**src/rtl/key_event_pkg.sv**
```systemverilog
// Shared types and elaboration helpers for the key event front end.
package key_event_pkg;

    typedef enum logic [2:0] {
        IDLE    = 3'd0,
        DEB_P   = 3'd1,
        PRESSED = 3'd2,
        HELD    = 3'd3,
        DEB_R   = 3'd4
    } key_state_t;

    // One counter serves debounce, long-press and repeat timing, so size it for the largest.
    function automatic int cnt_width(input int deb, input int lng, input int rep);
        int m;
        m = deb;
        if (lng > m) m = lng;
        if (rep > m) m = rep;
        return $clog2(m + 1);
    endfunction

    function automatic bit params_ok(input int deb, input int lng, input int rep);
        return (deb >= 1) && (lng >= 1) && (rep >= 1);
    endfunction

endpackage

```
**src/rtl/key_event_ctrl_if.sv**
```systemverilog
// Key inputs and event strobes between the button front end and its consumers.
interface key_event_ctrl_if #(
    parameter int N_KEYS = 4
) ();
    logic [N_KEYS-1:0] keys_raw;
    logic [N_KEYS-1:0] repeat_en;
    logic [N_KEYS-1:0] key_level;
    logic [N_KEYS-1:0] press_pulse;
    logic [N_KEYS-1:0] release_pulse;
    logic [N_KEYS-1:0] long_pulse;
    logic [N_KEYS-1:0] repeat_pulse;

    modport master (
        output keys_raw, repeat_en,
        input  key_level, press_pulse, release_pulse, long_pulse, repeat_pulse
    );

    modport slave (
        input  keys_raw, repeat_en,
        output key_level, press_pulse, release_pulse, long_pulse, repeat_pulse
    );
endinterface

```
**src/rtl/key_event_chan.sv**
```systemverilog
// One key channel: 2-flop synchroniser, polarity normalisation, debounce and
// press/release/long/repeat event FSM with registered outputs.
module key_event_chan
    import key_event_pkg::*;
#(
    parameter int DEBOUNCE_CYCLES = 500000,
    parameter int LONG_CYCLES     = 50000000,
    parameter int REPEAT_CYCLES   = 10000000,
    parameter bit ACTIVE_LOW      = 1'b1
) (
    input  logic clk,
    input  logic rstn,
    input  logic key_raw_i,
    input  logic repeat_en_i,
    output logic level_o,
    output logic press_o,
    output logic release_o,
    output logic long_o,
    output logic repeat_o
);
    localparam int CNT_W = cnt_width(DEBOUNCE_CYCLES, LONG_CYCLES, REPEAT_CYCLES);
    localparam logic [CNT_W-1:0] DEB_LAST  = CNT_W'(DEBOUNCE_CYCLES - 1);
    localparam logic [CNT_W-1:0] LONG_LAST = CNT_W'(LONG_CYCLES - 1);
    localparam logic [CNT_W-1:0] REP_LAST  = CNT_W'(REPEAT_CYCLES - 1);

    logic             sync1_q, sync2_q, s;
    key_state_t       state_q, state_d;
    logic [CNT_W-1:0] cnt_q, cnt_d;
    logic             held_q, held_d;
    logic             level_q, level_d, press_q, press_d, release_q, release_d;
    logic             long_q, long_d, repeat_q, repeat_d;

    assign s = sync2_q ^ ACTIVE_LOW;

    always_comb begin
        state_d   = state_q;
        cnt_d     = cnt_q;
        held_d    = held_q;
        press_d   = 1'b0;
        release_d = 1'b0;
        long_d    = 1'b0;
        repeat_d  = 1'b0;
        unique case (state_q)
            IDLE: begin
                if (s) begin
                    state_d = DEB_P;
                    cnt_d   = '0;
                end
            end
            DEB_P: begin
                if (!s) begin
                    state_d = IDLE;
                    cnt_d   = '0;
                end else if (cnt_q == DEB_LAST) begin
                    state_d = PRESSED;
                    cnt_d   = '0;
                    press_d = 1'b1;
                end else begin
                    cnt_d = cnt_q + 1'b1;
                end
            end
            PRESSED: begin
                if (!s) begin
                    state_d = DEB_R;
                    cnt_d   = '0;
                end else if (cnt_q == LONG_LAST) begin
                    state_d = HELD;
                    held_d  = 1'b1;
                    cnt_d   = '0;
                    long_d  = 1'b1;
                end else begin
                    cnt_d = cnt_q + 1'b1;
                end
            end
            HELD: begin
                // Release wins over a due repeat so no partial-interval strobe escapes.
                if (!s) begin
                    state_d = DEB_R;
                    cnt_d   = '0;
                end else if (!repeat_en_i) begin
                    cnt_d = '0;
                end else if (cnt_q == REP_LAST) begin
                    cnt_d    = '0;
                    repeat_d = 1'b1;
                end else begin
                    cnt_d = cnt_q + 1'b1;
                end
            end
            DEB_R: begin
                if (s) begin
                    state_d = held_q ? HELD : PRESSED;
                    cnt_d   = '0;
                end else if (cnt_q == DEB_LAST) begin
                    state_d   = IDLE;
                    held_d    = 1'b0;
                    cnt_d     = '0;
                    release_d = 1'b1;
                end else begin
                    cnt_d = cnt_q + 1'b1;
                end
            end
            default: begin
                state_d = IDLE;
                cnt_d   = '0;
                held_d  = 1'b0;
            end
        endcase
        level_d = (state_d == PRESSED) || (state_d == HELD) || (state_d == DEB_R);
    end

    always_ff @(posedge clk) begin
        if (!rstn) begin
            sync1_q   <= ACTIVE_LOW;
            sync2_q   <= ACTIVE_LOW;
            state_q   <= IDLE;
            cnt_q     <= '0;
            held_q    <= 1'b0;
            level_q   <= 1'b0;
            press_q   <= 1'b0;
            release_q <= 1'b0;
            long_q    <= 1'b0;
            repeat_q  <= 1'b0;
        end else begin
            sync1_q   <= key_raw_i;
            sync2_q   <= sync1_q;
            state_q   <= state_d;
            cnt_q     <= cnt_d;
            held_q    <= held_d;
            level_q   <= level_d;
            press_q   <= press_d;
            release_q <= release_d;
            long_q    <= long_d;
            repeat_q  <= repeat_d;
        end
    end

    assign level_o   = level_q;
    assign press_o   = press_q;
    assign release_o = release_q;
    assign long_o    = long_q;
    assign repeat_o  = repeat_q;

endmodule

```
**src/rtl/key_event_ctrl.sv**
```systemverilog
// N-channel push-button front end: one independent key_event_chan per key.
module key_event_ctrl
    import key_event_pkg::*;
#(
    parameter int N_KEYS          = 4,
    parameter int DEBOUNCE_CYCLES = 500000,
    parameter int LONG_CYCLES     = 50000000,
    parameter int REPEAT_CYCLES   = 10000000,
    parameter bit ACTIVE_LOW      = 1'b1
) (
    input logic             clk,
    input logic             rstn,
    key_event_ctrl_if.slave bus
);
    if (!params_ok(DEBOUNCE_CYCLES, LONG_CYCLES, REPEAT_CYCLES)) begin : g_bad_params
        $error("key_event_ctrl: DEBOUNCE_CYCLES, LONG_CYCLES and REPEAT_CYCLES must be >= 1");
    end

    logic [N_KEYS-1:0] level_w, press_w, release_w, long_w, repeat_w;

    for (genvar g = 0; g < N_KEYS; g++) begin : g_chan
        key_event_chan #(
            .DEBOUNCE_CYCLES(DEBOUNCE_CYCLES),
            .LONG_CYCLES    (LONG_CYCLES),
            .REPEAT_CYCLES  (REPEAT_CYCLES),
            .ACTIVE_LOW     (ACTIVE_LOW)
        ) u_chan (
            .clk        (clk),
            .rstn       (rstn),
            .key_raw_i  (bus.keys_raw[g]),
            .repeat_en_i(bus.repeat_en[g]),
            .level_o    (level_w[g]),
            .press_o    (press_w[g]),
            .release_o  (release_w[g]),
            .long_o     (long_w[g]),
            .repeat_o   (repeat_w[g])
        );
    end

    assign bus.key_level     = level_w;
    assign bus.press_pulse   = press_w;
    assign bus.release_pulse = release_w;
    assign bus.long_pulse    = long_w;
    assign bus.repeat_pulse  = repeat_w;

endmodule

```
**src/flat_wrapper.sv**
```systemverilog
// flat-port wrapper written by rule: the top's interface ports become plain ports
module key_event_ctrl_flat import key_event_pkg::*;
#(
    parameter int N_KEYS          = 4,
    parameter int DEBOUNCE_CYCLES = 500000,
    parameter int LONG_CYCLES     = 50000000,
    parameter int REPEAT_CYCLES   = 10000000,
    parameter bit ACTIVE_LOW      = 1'b1
)
  (clk, rstn, bus_keys_raw, bus_repeat_en, bus_key_level, bus_press_pulse, bus_release_pulse, bus_long_pulse, bus_repeat_pulse);
  key_event_ctrl_if #(.N_KEYS(N_KEYS)) bus_i ();
  input logic clk;
  input logic rstn;
  input wire logic [$bits(bus_i.keys_raw)-1:0] bus_keys_raw;
  input wire logic [$bits(bus_i.repeat_en)-1:0] bus_repeat_en;
  output wire logic [$bits(bus_i.key_level)-1:0] bus_key_level;
  output wire logic [$bits(bus_i.press_pulse)-1:0] bus_press_pulse;
  output wire logic [$bits(bus_i.release_pulse)-1:0] bus_release_pulse;
  output wire logic [$bits(bus_i.long_pulse)-1:0] bus_long_pulse;
  output wire logic [$bits(bus_i.repeat_pulse)-1:0] bus_repeat_pulse;
  assign bus_i.keys_raw = bus_keys_raw;
  assign bus_i.repeat_en = bus_repeat_en;
  assign bus_key_level = bus_i.key_level;
  assign bus_press_pulse = bus_i.press_pulse;
  assign bus_release_pulse = bus_i.release_pulse;
  assign bus_long_pulse = bus_i.long_pulse;
  assign bus_repeat_pulse = bus_i.repeat_pulse;
  key_event_ctrl #(.N_KEYS(N_KEYS), .DEBOUNCE_CYCLES(DEBOUNCE_CYCLES), .LONG_CYCLES(LONG_CYCLES), .REPEAT_CYCLES(REPEAT_CYCLES), .ACTIVE_LOW(ACTIVE_LOW)) u_core (.clk(clk), .rstn(rstn), .bus(bus_i));
endmodule
```
**config.mk**
```make
export PLATFORM = sky130hd
export DESIGN_NAME = key_event_ctrl_flat
export DESIGN_NICKNAME = d
export VERILOG_FILES = /design/src/rtl/key_event_pkg.sv /design/src/rtl/key_event_ctrl_if.sv /design/src/rtl/key_event_chan.sv /design/src/rtl/key_event_ctrl.sv /design/src/flat_wrapper.sv
export SDC_FILE = /design/constraint.sdc
export NUM_CORES = 1
export LEC_CHECK = 0
export ABC_AREA = 1
export CAP_MARGIN = 20
export CORE_UTILIZATION = 61
export DETAILED_ROUTE_END_ITERATION = 12
export DONT_BUFFER_PORTS = 1
export PLACE_DENSITY = 0.77
export SLEW_MARGIN = 5
export SYNTH_ARGS = -nofsm -noshare
export SYNTH_HDL_FRONTEND = slang
export SYNTH_SLANG_ARGS = --single-unit
```
**constraint.sdc**
```tcl
create_clock -name clk -period 3.94 [get_ports clk]
set_input_delay 0.394 -clock clk [delete_from_list [all_inputs] [get_ports clk]]
set_output_delay 0.394 -clock clk [all_outputs]
set_load 0.03 [all_outputs]
```
After elaboration in Yosys (flattened, before gate mapping)
Index checks and enable logic that the tools add are counted.
{ "word_totals": {"regBits": 148, "in_bits": 10, "out_inout_bits": 20} }
{ "classes": {"addsub": 4, "eq_ne": 60, "mux": 112, "n_bitwise": 21, "reduce_logical": 36} }
{ "op_table": {"columns": ["cell", "n"], "rows": [
  ["2-to-1 mux 26 bit", 36],
  ["case mux 26 bit (5 select lines)", 4],
  ["adder 26 x 1 -> 26 bit (second input constant)", 4],
  ["equality test 26 x 19 -> 1 bit (second input constant)", 4],
  ["equality test 26 x 24 -> 1 bit (second input constant)", 4],
  ["equality test 26 bit (second input constant)", 4],
  ["2-to-1 mux 3 bit", 32],
  ["case mux 3 bit (5 select lines)", 4],
  ["equality test 3 x 2 -> 1 bit (second input constant)", 16],
  ["inequality test 2 bit (second input constant)", 20],
  ["OR reduction 3 bit", 12],
  ["2-to-1 mux 1 bit", 32],
  ["equality test 3 bit (second input constant)", 8],
  ["NOT 1 bit", 21],
  ["AND reduction 5 bit", 4],
  ["OR reduction 4 bit", 4],
  ["equality test 3 x 1 -> 1 bit (second input constant)", 4],
  ["zero test 3 bit", 4],
  ["case mux 1 bit (3 select lines)", 4],
  ["AND reduction 3 bit", 4],
  ["logical OR 1 bit", 8]
]} }

Logic depth before layout (Yosys ltp)
Gate-level depths: netlist of the first run.
{ "depth": {"ltp_word": 7, "ltp_mapped": 13, "mapped_depth_nobuf": 12} }

Modules after synthesis
From an unflattened synthesis of the first run, not the netlist that was laid out.
{ "unflattened": {"cells_unflattened": 1495, "area_unflattened_um2": 9525.4} }
{ "modules_own_cells": {"columns": ["module", "instances", "cells_each", "area_each_um2", "seq_area_each_um2"], "rows": [
  ["key_event_chan at u_core.g_chan[0].u_chan ...", 2, 379, 2388.5, 740.7],
  ["key_event_chan at u_core.g_chan[2].u_chan", 1, 374, 2466.1, 740.7],
  ["key_event_chan at u_core.g_chan[3].u_chan", 1, 363, 2282.2, 740.7]
]} }

Worst setup path before layout of the first run
No wires, ideal clock.
{ "synth_path": {"kind": "register -> register", "from": "register u_core.g_chan[2].u_chan.cnt_q[0]", "to": "register u_core.g_chan[2].u_chan.cnt_q[0]", "t_arrival_ns": 1.580, "setup_slack_ns": 2.245, "path_stages_with_launch": 11, "cell_sequence": "dfxtp_1 > ha_1 > nand3_4 > nor2_4 > nand3_2 > nor2_1 > nand2_1 > nand3_2 > nand3_4 > buf_6 > o21a_1"} }
{ "synth_between": {"elab_chain_cells": 5, "elab_cells_between_ends": 13, "cone_classes": "add/sub: 1; eq/ne: 3; mux: 9"} }
{ "synth_rtl": {"columns": ["element", "line", "source"], "rows": [
  ["start: declaration", "key_event_chan.sv:28", "logic [CNT_W-1:0] cnt_q, cnt_d;"],
  ["start signal: assignment", "key_event_chan.sv:127", "cnt_q <= cnt_d;"],
  ["adder 26 x 1 -> 26 bit or equality test 26 x 24 -> 1 bit (tied branches)", null, null],
  ["2-to-1 mux 26 bit", "key_event_chan.sv:82", "end else if (cnt_q == REP_LAST) begin"],
  ["2-to-1 mux 26 bit", "key_event_chan.sv:80", "end else if (!repeat_en_i) begin"],
  ["2-to-1 mux 26 bit", "key_event_chan.sv:77", "if (!s) begin"],
  ["case mux 26 bit (5 select lines) (*)", "key_event_chan.sv:43", "unique case (state_q)"]
]} }
Every way passes the cells marked *; elsewhere a longest branch is shown, timed or not.
A chain may end at the register's enable or synchronous reset.

Worst setup path in the final report of the first run
{ "layout_path": {"from": "register u_core.g_chan[3].u_chan.cnt_q[1]", "to": "register u_core.g_chan[3].u_chan.cnt_q[15]"} }
{ "layout_between": {"elab_chain_cells": 5, "elab_cells_between_ends": 13, "cone_classes": "add/sub: 1; eq/ne: 3; mux: 9"} }
{ "layout_rtl": {"columns": ["element", "line"], "rows": [
  ["start: declaration", "key_event_chan.sv:28"],
  ["start signal: assignment", "key_event_chan.sv:127"],
  ["adder 26 x 1 -> 26 bit or equality test 26 x 24 -> 1 bit (tied branches)", null],
  ["2-to-1 mux 26 bit", "key_event_chan.sv:82"],
  ["2-to-1 mux 26 bit", "key_event_chan.sv:80"],
  ["2-to-1 mux 26 bit", "key_event_chan.sv:77"],
  ["case mux 26 bit (5 select lines) (*)", "key_event_chan.sv:43"]
]} }
Marked as above.

==> results.cfg, run 1 <==
[status]
run_status = finished, final reports clean

[min_path]
min_path_type = in -> reg
holdPathStages = 1
worstHoldEndpoint = u_core.g_chan[3].u_chan.sync1_q
min_from = bus_keys_raw[3]

[routing]
drc = 0
first_iter_violations = 696
wl_per_cell_microns = 14.4
first_pass_iters = 5
antenna_left = 0
vias = 8798
avgViaCountPerCell = 5.65
wirelength_microns = 22500

[clocking]
clock_path_buffers = 2
post_cts_buffers = 0
ctsResizeCount = 0
cts_hold_buffers = 0
cts.clk_slew.worst_paths_ns = 0.06
cts_tree = built
cts_sinks = 148
clock_latency_ns = 0.44
cts_buffers = 17
htreeDepth = 4
cts_root_buf = clkbuf_16

[floorplanning]
die_w_microns = 124
initial_core_util = 0.623
die_h_microns = 124
die-area_sq_mm = 0.0153
core_area_sq_mm = 0.0145
num_rows = 44
ioPinCount = 30

[power_and_ir_drop]
ir_drop_mv = 0.321
power_density_mw_per_mm2 = 336
leakage_uw = 0.00338

[timing]
final.setup.tns_ns = 0
rsz0062_at_grt = false
setup_viol = 0
final_hold_viol_count = 0
period_share = 0.540
slew_headroom = 0.490
clock_skew_ns = 0.00803
min_period_ns = 2.13
worst_slew_pin_slew_ns = 0.763
report.final.slew_viol_count = 0
fmax_ghz = 0.470

[cells_and_area]
nets = 1375
final_core_util = 0.653
fillCellCount = 1361
seqCellArea_sq_mm = 0.00296
syn2layout_area_growth_pct = 4.97
drive_above_1_share = 0.0852
diodes = 0
multi_input_area_sq_mm = 0.00504

[logic_synthesis]
synthArstFlopShare = 0
synth_top_cell_area_share = 0.329
yosysWarningCount = 0
yosys-top-cells-area = dfxtp_1 (33%), nand2_1 (13%), nor2_1 (8.0%)
ys_seq_area_frac = 0.329
synth_cell_types = 49
synth_edf_count = 0
syn_inst = 1397
yosys_register_bits = 148
synth_fp_nets = 1411
ys_dominant_reg_cell = dfxtp_1
avgSynthCellArea_sq_um = 6.45
netlist_area_sq_mm = 0.00901
yosys.area.top_type = dfxtp_1

[setup_path]
crit_chain = ha_1 -> nand2_1 -> nor2_2 -> nand3_1 -> nor2_1 -> nand2_1 -> o211ai_2 -> nand3_2 -> nand2_1 -> nand3_1 -> nand2_1 -> inv_1
path_class = reg -> reg
crit_top_cell = nand2_1
reg2regPathDepth = 12
arrival_ns = 2.46
cp-start-kind = register
path_buf_inv = 1
crit_required_ns = 4.28
r2r_slack_ns = 1.81
rr_endpoint = u_core.g_chan[3].u_chan.cnt_q[15]
worstReg2RegStart = u_core.g_chan[3].u_chan.cnt_q[1]
cpLargestDelayFamily = simple AND/OR/NAND/NOR gates
end_kind = register
critPathMaxStageDelay_ns = 0.41
cp_max_fo = 21
slowest_stage = nand3_2

[flow_run]
cap_violations = 0

[grt]
grt_usage = 0.309
grt_max_degree = 46
grt_first_pass_wirelength_microns = 37100
gr-total-overflow = 0
grt_pass1_vias = 7882
grt_antenna_before_repair = 0

[placed_design]
gp_congestion = 0.987
hpwl_microns = 16400
port_buffers = 0
==> worst max-delay path by stage <==
stage | from | end | slack (ns) | depth (start not counted)
finish | u_core.g_chan[3].u_chan.cnt_q[1] | u_core.g_chan[3].u_chan.cnt_q[15] | 1.81 | 12
global route | u_core.g_chan[3].u_chan.cnt_q[16] | u_core.g_chan[3].u_chan.cnt_q[7] | 1.55 | 11
CTS | u_core.g_chan[3].u_chan.cnt_q[1] | u_core.g_chan[3].u_chan.cnt_q[15] | 1.81 | 12
detailed placement | u_core.g_chan[3].u_chan.cnt_q[1] | u_core.g_chan[3].u_chan.cnt_q[15] | 1.84 | 12
global placement | u_core.g_chan[0].u_chan.cnt_q[0] | u_core.g_chan[0].u_chan.cnt_q[15] | 1.88 | 10
floorplan | u_core.g_chan[2].u_chan.cnt_q[0] | u_core.g_chan[2].u_chan.cnt_q[0] | 2.24 | 10
==> metrics by stage <==
step / instances / total power, uW / hold WS [ns] / setup slack (ns) / area, sq um
after CTS: 1558 / 3200 / 0.0544 / 1.81 / 9460
after floorplan: 1397 / 1620 / 0.393 / 2.24 / 9010
final: 1558 / 3180 / 0.0616 / 1.81 / 9460
after detailed placement: 1526 / 1640 / 0.403 / 1.84 / 8890
after global routing: 1558 / 3280 / 0.0571 / 1.55 / 9460
after global placement: 1526 / 1630 / 0.395 / 1.88 / 8890
==> sequential cells by signal, summed over array words and instances, names as in the netlist <==
name and flops:
u_core.g_chan.u_chan.repeat_o 4, u_core.g_chan.u_chan.cnt_q 104, u_core.g_chan.u_chan.long_o 4, u_core.g_chan.u_chan.press_o 4, u_core.g_chan.u_chan.sync2_q 4, u_core.g_chan.u_chan.level_o 4
u_core.g_chan.u_chan.sync1_q 4, u_core.g_chan.u_chan.held_q 4, u_core.g_chan.u_chan.state_q 12, u_core.g_chan.u_chan.release_o 4
==> worst reg2reg max path, stage by stage, from the launching register on <==
cell and delay [ns]:
dfxtp_1 0.35, ha_1 0.21, nand2_1 0.08, nor2_2 0.13, nand3_1 0.08, nor2_1 0.09
nand2_1 0.14, o211ai_2 0.12, nand3_2 0.41, nand2_1 0.23, nand3_1 0.09, nand2_1 0.08
inv_1 0.03
==> logic make-up after synthesis <==
| kind of cell | Yosys count | share of synthesized area |
|---|---|---|
| AOI/OAI and AO/OA | 141 | 0.0856 |
| and+or+nand+nor | 847 | 0.440 |
| adders and majority gates | 4 | 0.00555 |
| buffers and inverters | 229 | 0.113 |
| xor gates and xnor gates | 28 | 0.0272 |
| DFF | 148 | 0.329 |
==> synth_stat cells, types with 5 or more instances <==
cell type / count
a21oi_1: 73
buf_2: 11
buf_4: 25
buf_6: 6
clkbuf_1: 13
dfxtp_1: 148
inv_1: 158
inv_2: 13
nand2_1: 314
nand2_2: 9
nand3_1: 122
nand3_2: 9
nand3b_1: 8
nand4_1: 60
nor2_1: 192
nor2_2: 20
nor2_4: 5
nor3_1: 57
nor3_2: 5
nor4_1: 15
o211ai_1: 5
o21a_1: 5
o21ai_0: 37
o21ai_1: 6
or2_2: 14
xor2_1: 24
==> final cells by class <==
| type | instances | area share |
|---|---|---|
| clock inverter | 10 | 0.0103 |
| clock buffer | 22 | 0.0501 |
| timing repair buffer | 2 | 0.00159 |
| multi-input combinational | 1020 | 0.532 |
| sequential | 148 | 0.313 |
| tap | 184 | 0.0243 |
| inverter | 172 | 0.0682 |
==> cells in the final DEF (no fill, tap or decap), types with 3 or more instances in the layout <==
cell and instances:
a21oi_1 73, a31oi_1 4, clkbuf_16 17, clkbuf_8 3, clkinvlp_4 3, dfxtp_1 148
ha_1 4, inv_1 157, inv_2 14, nand2_1 314, nand2_2 9, nand3_1 122
nand3_2 9, nand3b_1 8, nand4_1 60, nor2_1 192, nor2_2 20, nor2_4 5
nor3_1 57, nor3_2 5, nor3b_1 4, nor4_1 15, o211ai_1 5, o21a_1 5
o21ai_0 37, o21ai_1 6, or2_2 14, xnor2_1 4, xor2_1 24
==> per-layer routing <==
metal / global-route usage / part of all wire / up-vias
li1: - / - / 4502
met1: 0.407 / 0.45 / 3987
met2: 0.508 / 0.47 / 270
met3: 0.0512 / 0.054 / 39
met4: 0.112 / 0.017 / 0
met5: 0 / 0 / -
==> report_power, final <==
part	leakage (uW)	switching (uW)	internal [uW]	total, uW
clock network	0.000273	658	921	1580
registers	0.00119	7.06	1500	1510
logic	0.00192	70.4	20.8	91.2
Power figures use the tool's default switching activity.
==> run 2, diff against run 1 <==
CORE_UTILIZATION = 58   (was 61)
PLACE_DENSITY = 0.76   (was 0.77)
clock period = 1.9 ns   (was 3.94 ns; I/O delays follow)
==> run 2 against run 1 <==
Against the previous run: register-to-register slack worse by 1.8 ns; sequential share of layout area decreased by 2.7 points; global-route usage is 1.4 points lower; critical path depth decreased by 1; final cell count grew 5.0%; wire length rose by 5.7%; critical path type unchanged; critical endpoint is now u_core.g_chan[0].u_chan.cnt_q[2]; largest cell class unchanged.
==> results.cfg, run 2 (same netlist as run 1, synthesis figures left out) <==
[routing]
wl_per_cell_microns = 14.5
antenna_left = 0
wirelength_microns = 23700
drc = 0
avgViaCountPerCell = 5.69
vias = 9307
first_pass_iters = 8
first_iter_violations = 965

[timing]
fmax_ghz = 0.541
setup_ws_ns = 0.0517
report.final.slew_viol_count = 0
final_hold_viol_count = 0
slew_headroom = 0.653
min_period_ns = 1.85
final.setup.tns_ns = 0
setup_viol = 0
worst_slew_pin_slew_ns = 0.519
period_share = 0.973
rsz0062_at_grt = true
clock_skew_ns = 0.0100

[setup_path]
crit_required_ns = 2.22
arrival_ns = 2.17
end_kind = register
cp-start-kind = register
cp_max_fo = 6
path_class = reg -> reg

[clocking]
cts_sinks = 148
htreeDepth = 4
cts.clk_slew.worst_paths_ns = 0.06
clock_latency_ns = 0.44
cts_tree = built
clock_path_buffers = 2
cts_buffers = 17
cts_root_buf = clkbuf_16

[floorplanning]
die_h_microns = 127
num_rows = 45
die-area_sq_mm = 0.0160
ioPinCount = 30
initial_core_util = 0.593
die_w_microns = 127
core_area_sq_mm = 0.0152

[grt]
grt_antenna_before_repair = 0
grt_first_pass_wirelength_microns = 38600
grt_usage = 0.295
grt_pass1_vias = 8349
gr-total-overflow = 0
grt_max_degree = 26

[cells_and_area]
largest_reg_flops = 104
multi_input_area_sq_mm = 0.00526
diodes = 0
layout_common_cells = nand2_1 (312), nor2_1 (186), inv_1 (156)
final_core_util = 0.688
top_register = u_core.g_chan.u_chan.cnt_q
syn2layout_area_growth_pct = 16.0
fillCellCount = 1278
nets = 1449
reg_top3 = u_core.g_chan.u_chan.cnt_q (104), u_core.g_chan.u_chan.state_q (12)
final_common_cell = nand2_1
seqCellArea_sq_mm = 0.00299
drive_above_1_share = 0.155

[placed_design]
dp_slack_ns = 0.0299
gp_congestion = 0.961
port_buffers = 0
hpwl_microns = 16600

[status]
run_status = finished, final reports clean

[power_and_ir_drop]
leakage_uw = 0.00385
power_density_mw_per_mm2 = 687
ir_drop_mv = 0.642

[flow_run]
cap_violations = 0

[min_path]
min_path_type = in -> reg
==> run 2: cell types whose count changed in the layout (fill, tap and decap cells not counted), moves of 5 or more <==
cell | before | now
buf_4 | 2 | 56
dfxtp_1 | 148 | 130
dfxtp_2 | 0 | 17
dlygate4sd3_1 | 0 | 9
nor2_1 | 192 | 186
nor2_4 | 5 | 11
nand3_1 | 122 | 117
==> run 2: cell type report <==
cell class | instances | area share
multi-input combinational | 1022 | 0.503
clock inverter | 14 | 0.0213
timing repair buffer | 74 | 0.0645
clock buffer | 18 | 0.0411
tap | 188 | 0.0225
sequential | 148 | 0.286
inverter | 172 | 0.0618
==> run 2: critical path, cell delays in order, from the launching register on <==
cell and delay, ns:
dfxtp_4 0.37, ha_4 0.15, nand3_4 0.09, nor2_4 0.14, nand2_2 0.09, nor2_4 0.14
nand4_1 0.10, nand2_1 0.10, nand4_1 0.17, nand2_4 0.19, clkbuf_16 0.17, nor2_1 0.04
==> run 2: stage by stage <==
step | hold slack [ns] | instances | total power [uW] | cell area [sq um]
global route | 0.0560 | 1636 | 7410 | 10500
floorplan | 0.297 | 1397 | 3370 | 9010
global placement | 0.298 | 1583 | 3430 | 9340
finish | 0.0448 | 1636 | 7180 | 10500
CTS | 0.00932 | 1623 | 7190 | 10100
detailed placement | 0.299 | 1583 | 3440 | 9340
==> run 2: repair_timing <==
action                     in CTS  in global routing
setup endpoints to repair       0                106
gates resized for setup         0                 62
buffers inserted                0                  6
hold buffers                    8                  1
hold endpoints to repair       32                  9
==> run 2: path summary, 6_finish.rpt <==
check | start | end | slack, ns | cells past startpoint
max | u_core.g_chan[0].u_chan.cnt_q[0] | u_core.g_chan[0].u_chan.cnt_q[2] | 0.05 | 11
min | bus_repeat_en[3] | u_core.g_chan[3].u_chan.repeat_o | 0.04 | 4
max reg2reg | u_core.g_chan[0].u_chan.cnt_q[0] | u_core.g_chan[0].u_chan.cnt_q[2] | 0.05 | 11
min reg2reg | u_core.g_chan[2].u_chan.sync1_q | u_core.g_chan[2].u_chan.sync2_q | 0.42 | 1
==> run 2: power breakdown <==
part | switching [uW] | internal, uW | total [uW]
clock | 1400 | 2350 | 3750
combinational | 189 | 117 | 305
sequential | 12.8 | 3120 | 3130
==> run 2: per-layer routing <==
metal	up-vias	wire length (microns)	global-route usage
met5	-	0	0
met2	387	10900	0.479
met4	0	563	0.111
met3	54	1540	0.0553
li1	4641	-	-
met1	4225	10700	0.391
==> run 3, diff against run 2 <==
ABC_AREA = not set   (was 1)
==> run 3 against run 2 <==
Against the previous run: clock power rose by 5%; largest power group unchanged; area after synthesis fell by 15%; critical endpoint is now u_core.g_chan[2].u_chan.cnt_q[20]; first-iteration DRC count grew 63%; via count is 5.2% higher; register-to-register slack lost 0.84 ns; count of clock-buffer cells in the layout is 3 higher; synthesized cell count decreased by 31%; setup slack got worse by 0.84 ns; worst hold slack worse by 0.039 ns; flip-flop and latch count did not move; non-clock buffer count is 193 higher; wire length grew 51%; the flow now finishes with violations (setup timing).
==> results.cfg, run 3 <==
[floorplanning]
die-area_sq_mm = 0.0137
core_area_sq_mm = 0.0128
die_w_microns = 117
initial_core_util = 0.601
ioPinCount = 30
num_rows = 41
die_h_microns = 117

[clocking]
clock_latency_ns = 0.45
cts_tree = built
cts_root_buf = clkbuf_16
cts_sinks = 148
cts_buffers = 17
htreeDepth = 4
cts.clk_slew.worst_paths_ns = 0.07
clock_path_buffers = 2

[timing]
slew_headroom = 0.648
fmax_ghz = 0.372
final_hold_viol_count = 0
min_period_ns = 2.69
rsz0062_at_grt = true
setup_ws_ns = -0.786
report.final.slew_viol_count = 0
final.setup.tns_ns = -61.67
clock_skew_ns = 0.0110
period_share = 1.41
worst_slew_pin_slew_ns = 0.521
setup_viol = 132
timing.hold.ws_ns = 0.00617

[routing]
avgViaCountPerCell = 7.15
wl_per_cell_microns = 26.1
first_iter_violations = 1573
antenna_left = 0
wirelength_microns = 35700
vias = 9793
first_pass_iters = 9
drc = 0

[logic_synthesis]
synth.most_common_cell = dfxtp_1
synth_fp_nets = 975
synthMuxAreaShare = 0.00783
yosys_register_bits = 148
ys_seq_area_frac = 0.386
synthSimpleGateAreaFrac = 0.339
synth-compound-area-share = 0.142
synth_top_family_by_area = simple AND/OR/NAND/NOR gates
synth_xor_area_frac = 0.0594
yosys-top-cells-area = dfxtp_1 (39%), nand2_1 (5.0%), nor2_1 (4.8%)
synth_cell_types = 71
synth_top_cell_area_share = 0.386
yosysWarningCount = 0
yosys.area_share.adder = 0.00652
ys_dominant_reg_cell = dfxtp_1
netlist_area_sq_mm = 0.00767
synthTopCellsByCount = dfxtp_1 (148), nand2_1 (102), nor2_1 (98)
avgSynthCellArea_sq_um = 7.98
yosys.area.top_type = dfxtp_1
syn_inst = 961
synthArstFlopShare = 0
synth_edf_count = 0

[cells_and_area]
nets = 1195
largest_reg_flops = 104
top_register = u_core.g_chan.u_chan.cnt_q
reg_top3 = u_core.g_chan.u_chan.cnt_q (104), u_core.g_chan.u_chan.state_q (12)
syn2layout_area_growth_pct = 51.5
multi_input_area_sq_mm = 0.00537
fillCellCount = 461
drive_above_1_share = 0.427
final_common_cell = buf_4
layout_common_cells = buf_4 (213), dfxtp_1 (123), nand2_1 (99)
seqCellArea_sq_mm = 0.00300

[grt]
top_usage_layer = met2
use_met2 = 0.646
grt_max_degree = 33
gr-usage-met3 = 0.112
grt_pass1_vias = 8136
gr-total-overflow = 0
grt_first_pass_wirelength_microns = 39600
grt_antenna_before_repair = 6
grt_usage = 0.377
grt_util_met1 = 0.429

[setup_path]
rr_endpoint = u_core.g_chan[2].u_chan.cnt_q[20]
crit_required_ns = 2.23
worstReg2RegStart = u_core.g_chan[2].u_chan.cnt_q[14]
cp-start-kind = register
path_class = reg -> reg
endpoint = u_core.g_chan[2].u_chan.cnt_q[20]
crit_start = u_core.g_chan[2].u_chan.cnt_q[14]
reg2regPathDepth = 6
r2r_slack_ns = -0.79
arrival_ns = 3.02
end_kind = register
cp_max_fo = 5

[min_path]
min_path_type = in -> reg

[flow_run]
cap_violations = 0

[power_and_ir_drop]
ir_drop_mv = 0.754
power_density_mw_per_mm2 = 633
leakage_uw = 0.00440

[placed_design]
gp_congestion = 0.891
hpwl_microns = 14000
port_buffers = 0

[status]
run_status = finished with violations
failed_checks = setup timing
[run 3: changes by cell type after synthesis, sizes merged, moves of 23 or more]
cell / before / now
a21oi: 73 / 40
and3: 2 / 27
inv: 171 / 28
nand2: 323 / 102
nand3: 133 / 64
nand4: 62 / 39
nor2: 217 / 98
nor3: 64 / 35
[run 3: cells by family after synthesis]
| logic type | after synthesis |
|---|---|
| compound gates | 165 |
| buf+inv | 95 |
| simple gates | 491 |
| xor+xnor | 52 |
| fa+ha+maj | 4 |
| flops | 148 |
| mux | 6 |
[run 3: cell type report]
cell class / count / share of cell area
Clock buffer: 21 / 0.0396
Tap cell: 172 / 0.0185
Antenna cell: 5 / 0.00108
Timing Repair Buffer: 267 / 0.194
Clock inverter: 10 / 0.0174
Sequential cell: 148 / 0.258
Inverter: 29 / 0.00937
Multi-Input combinational cell: 718 / 0.462
[run 3: critical path: stages, from the launching register on]
cell	delay, ns
dfxtp_2	0.33
or4b_4	0.53
or4_4	0.53
or3_4	0.37
a22oi_2	0.33
a21oi_1	0.18
a221o_1	0.30
[run 3: per-layer routing]
metal | wire length [microns] | vias up
met5 | 131 | -
met4 | 3320 | 8
met3 | 4620 | 397
met2 | 15900 | 977
met1 | 11800 | 4502
li1 | - | 3909
[run 3: stage by stage]
step / power, uW / cell area (sq um) / util / instances / setup WS (ns)
after global placement: 3360 / 9310 / 0.729 / 1273 / -0.653
after floorplan: 3310 / 7950 / - / 961 / -0.575
after detailed placement: 3360 / 9310 / 0.729 / 1273 / -0.717
final: 7360 / 11600 / 0.910 / 1370 / -0.786
after global routing: 7490 / 11600 / 0.909 / 1367 / -1.09
after CTS: 7230 / 10900 / 0.854 / 1346 / -0.682
[run 3: worst min-delay path by stage]
| stage | startpoint | cells after the start | endpoint |
|---|---|---|---|
| finish | rstn | 3 | u_core.g_chan[1].u_chan.cnt_q[8] |
| floorplan | bus_keys_raw[0] | 1 | u_core.g_chan[0].u_chan.sync1_q |
| detailed placement | rstn | 1 | u_core.g_chan[2].u_chan.sync2_q |
| global placement | rstn | 1 | u_core.g_chan[3].u_chan.sync2_q |
| CTS | rstn | 3 | u_core.g_chan[1].u_chan.cnt_q[16] |
| global route | rstn | 3 | u_core.g_chan[1].u_chan.cnt_q[8] |
[run 3: repair_timing]
action,4_1_cts,5_1_grt
hold buffers,6,0
pin swaps,70,70
cloned,5,2
gates resized for setup,139,156
hold endpoints to repair,46,0
setup endpoints to repair,120,134
setup buffers,35,28
[run 3: power breakdown]
part	internal [uW]	switching (uW)
clock	2520	1410
combinational	112	193
sequential	3110	12.7
total	5740	1610
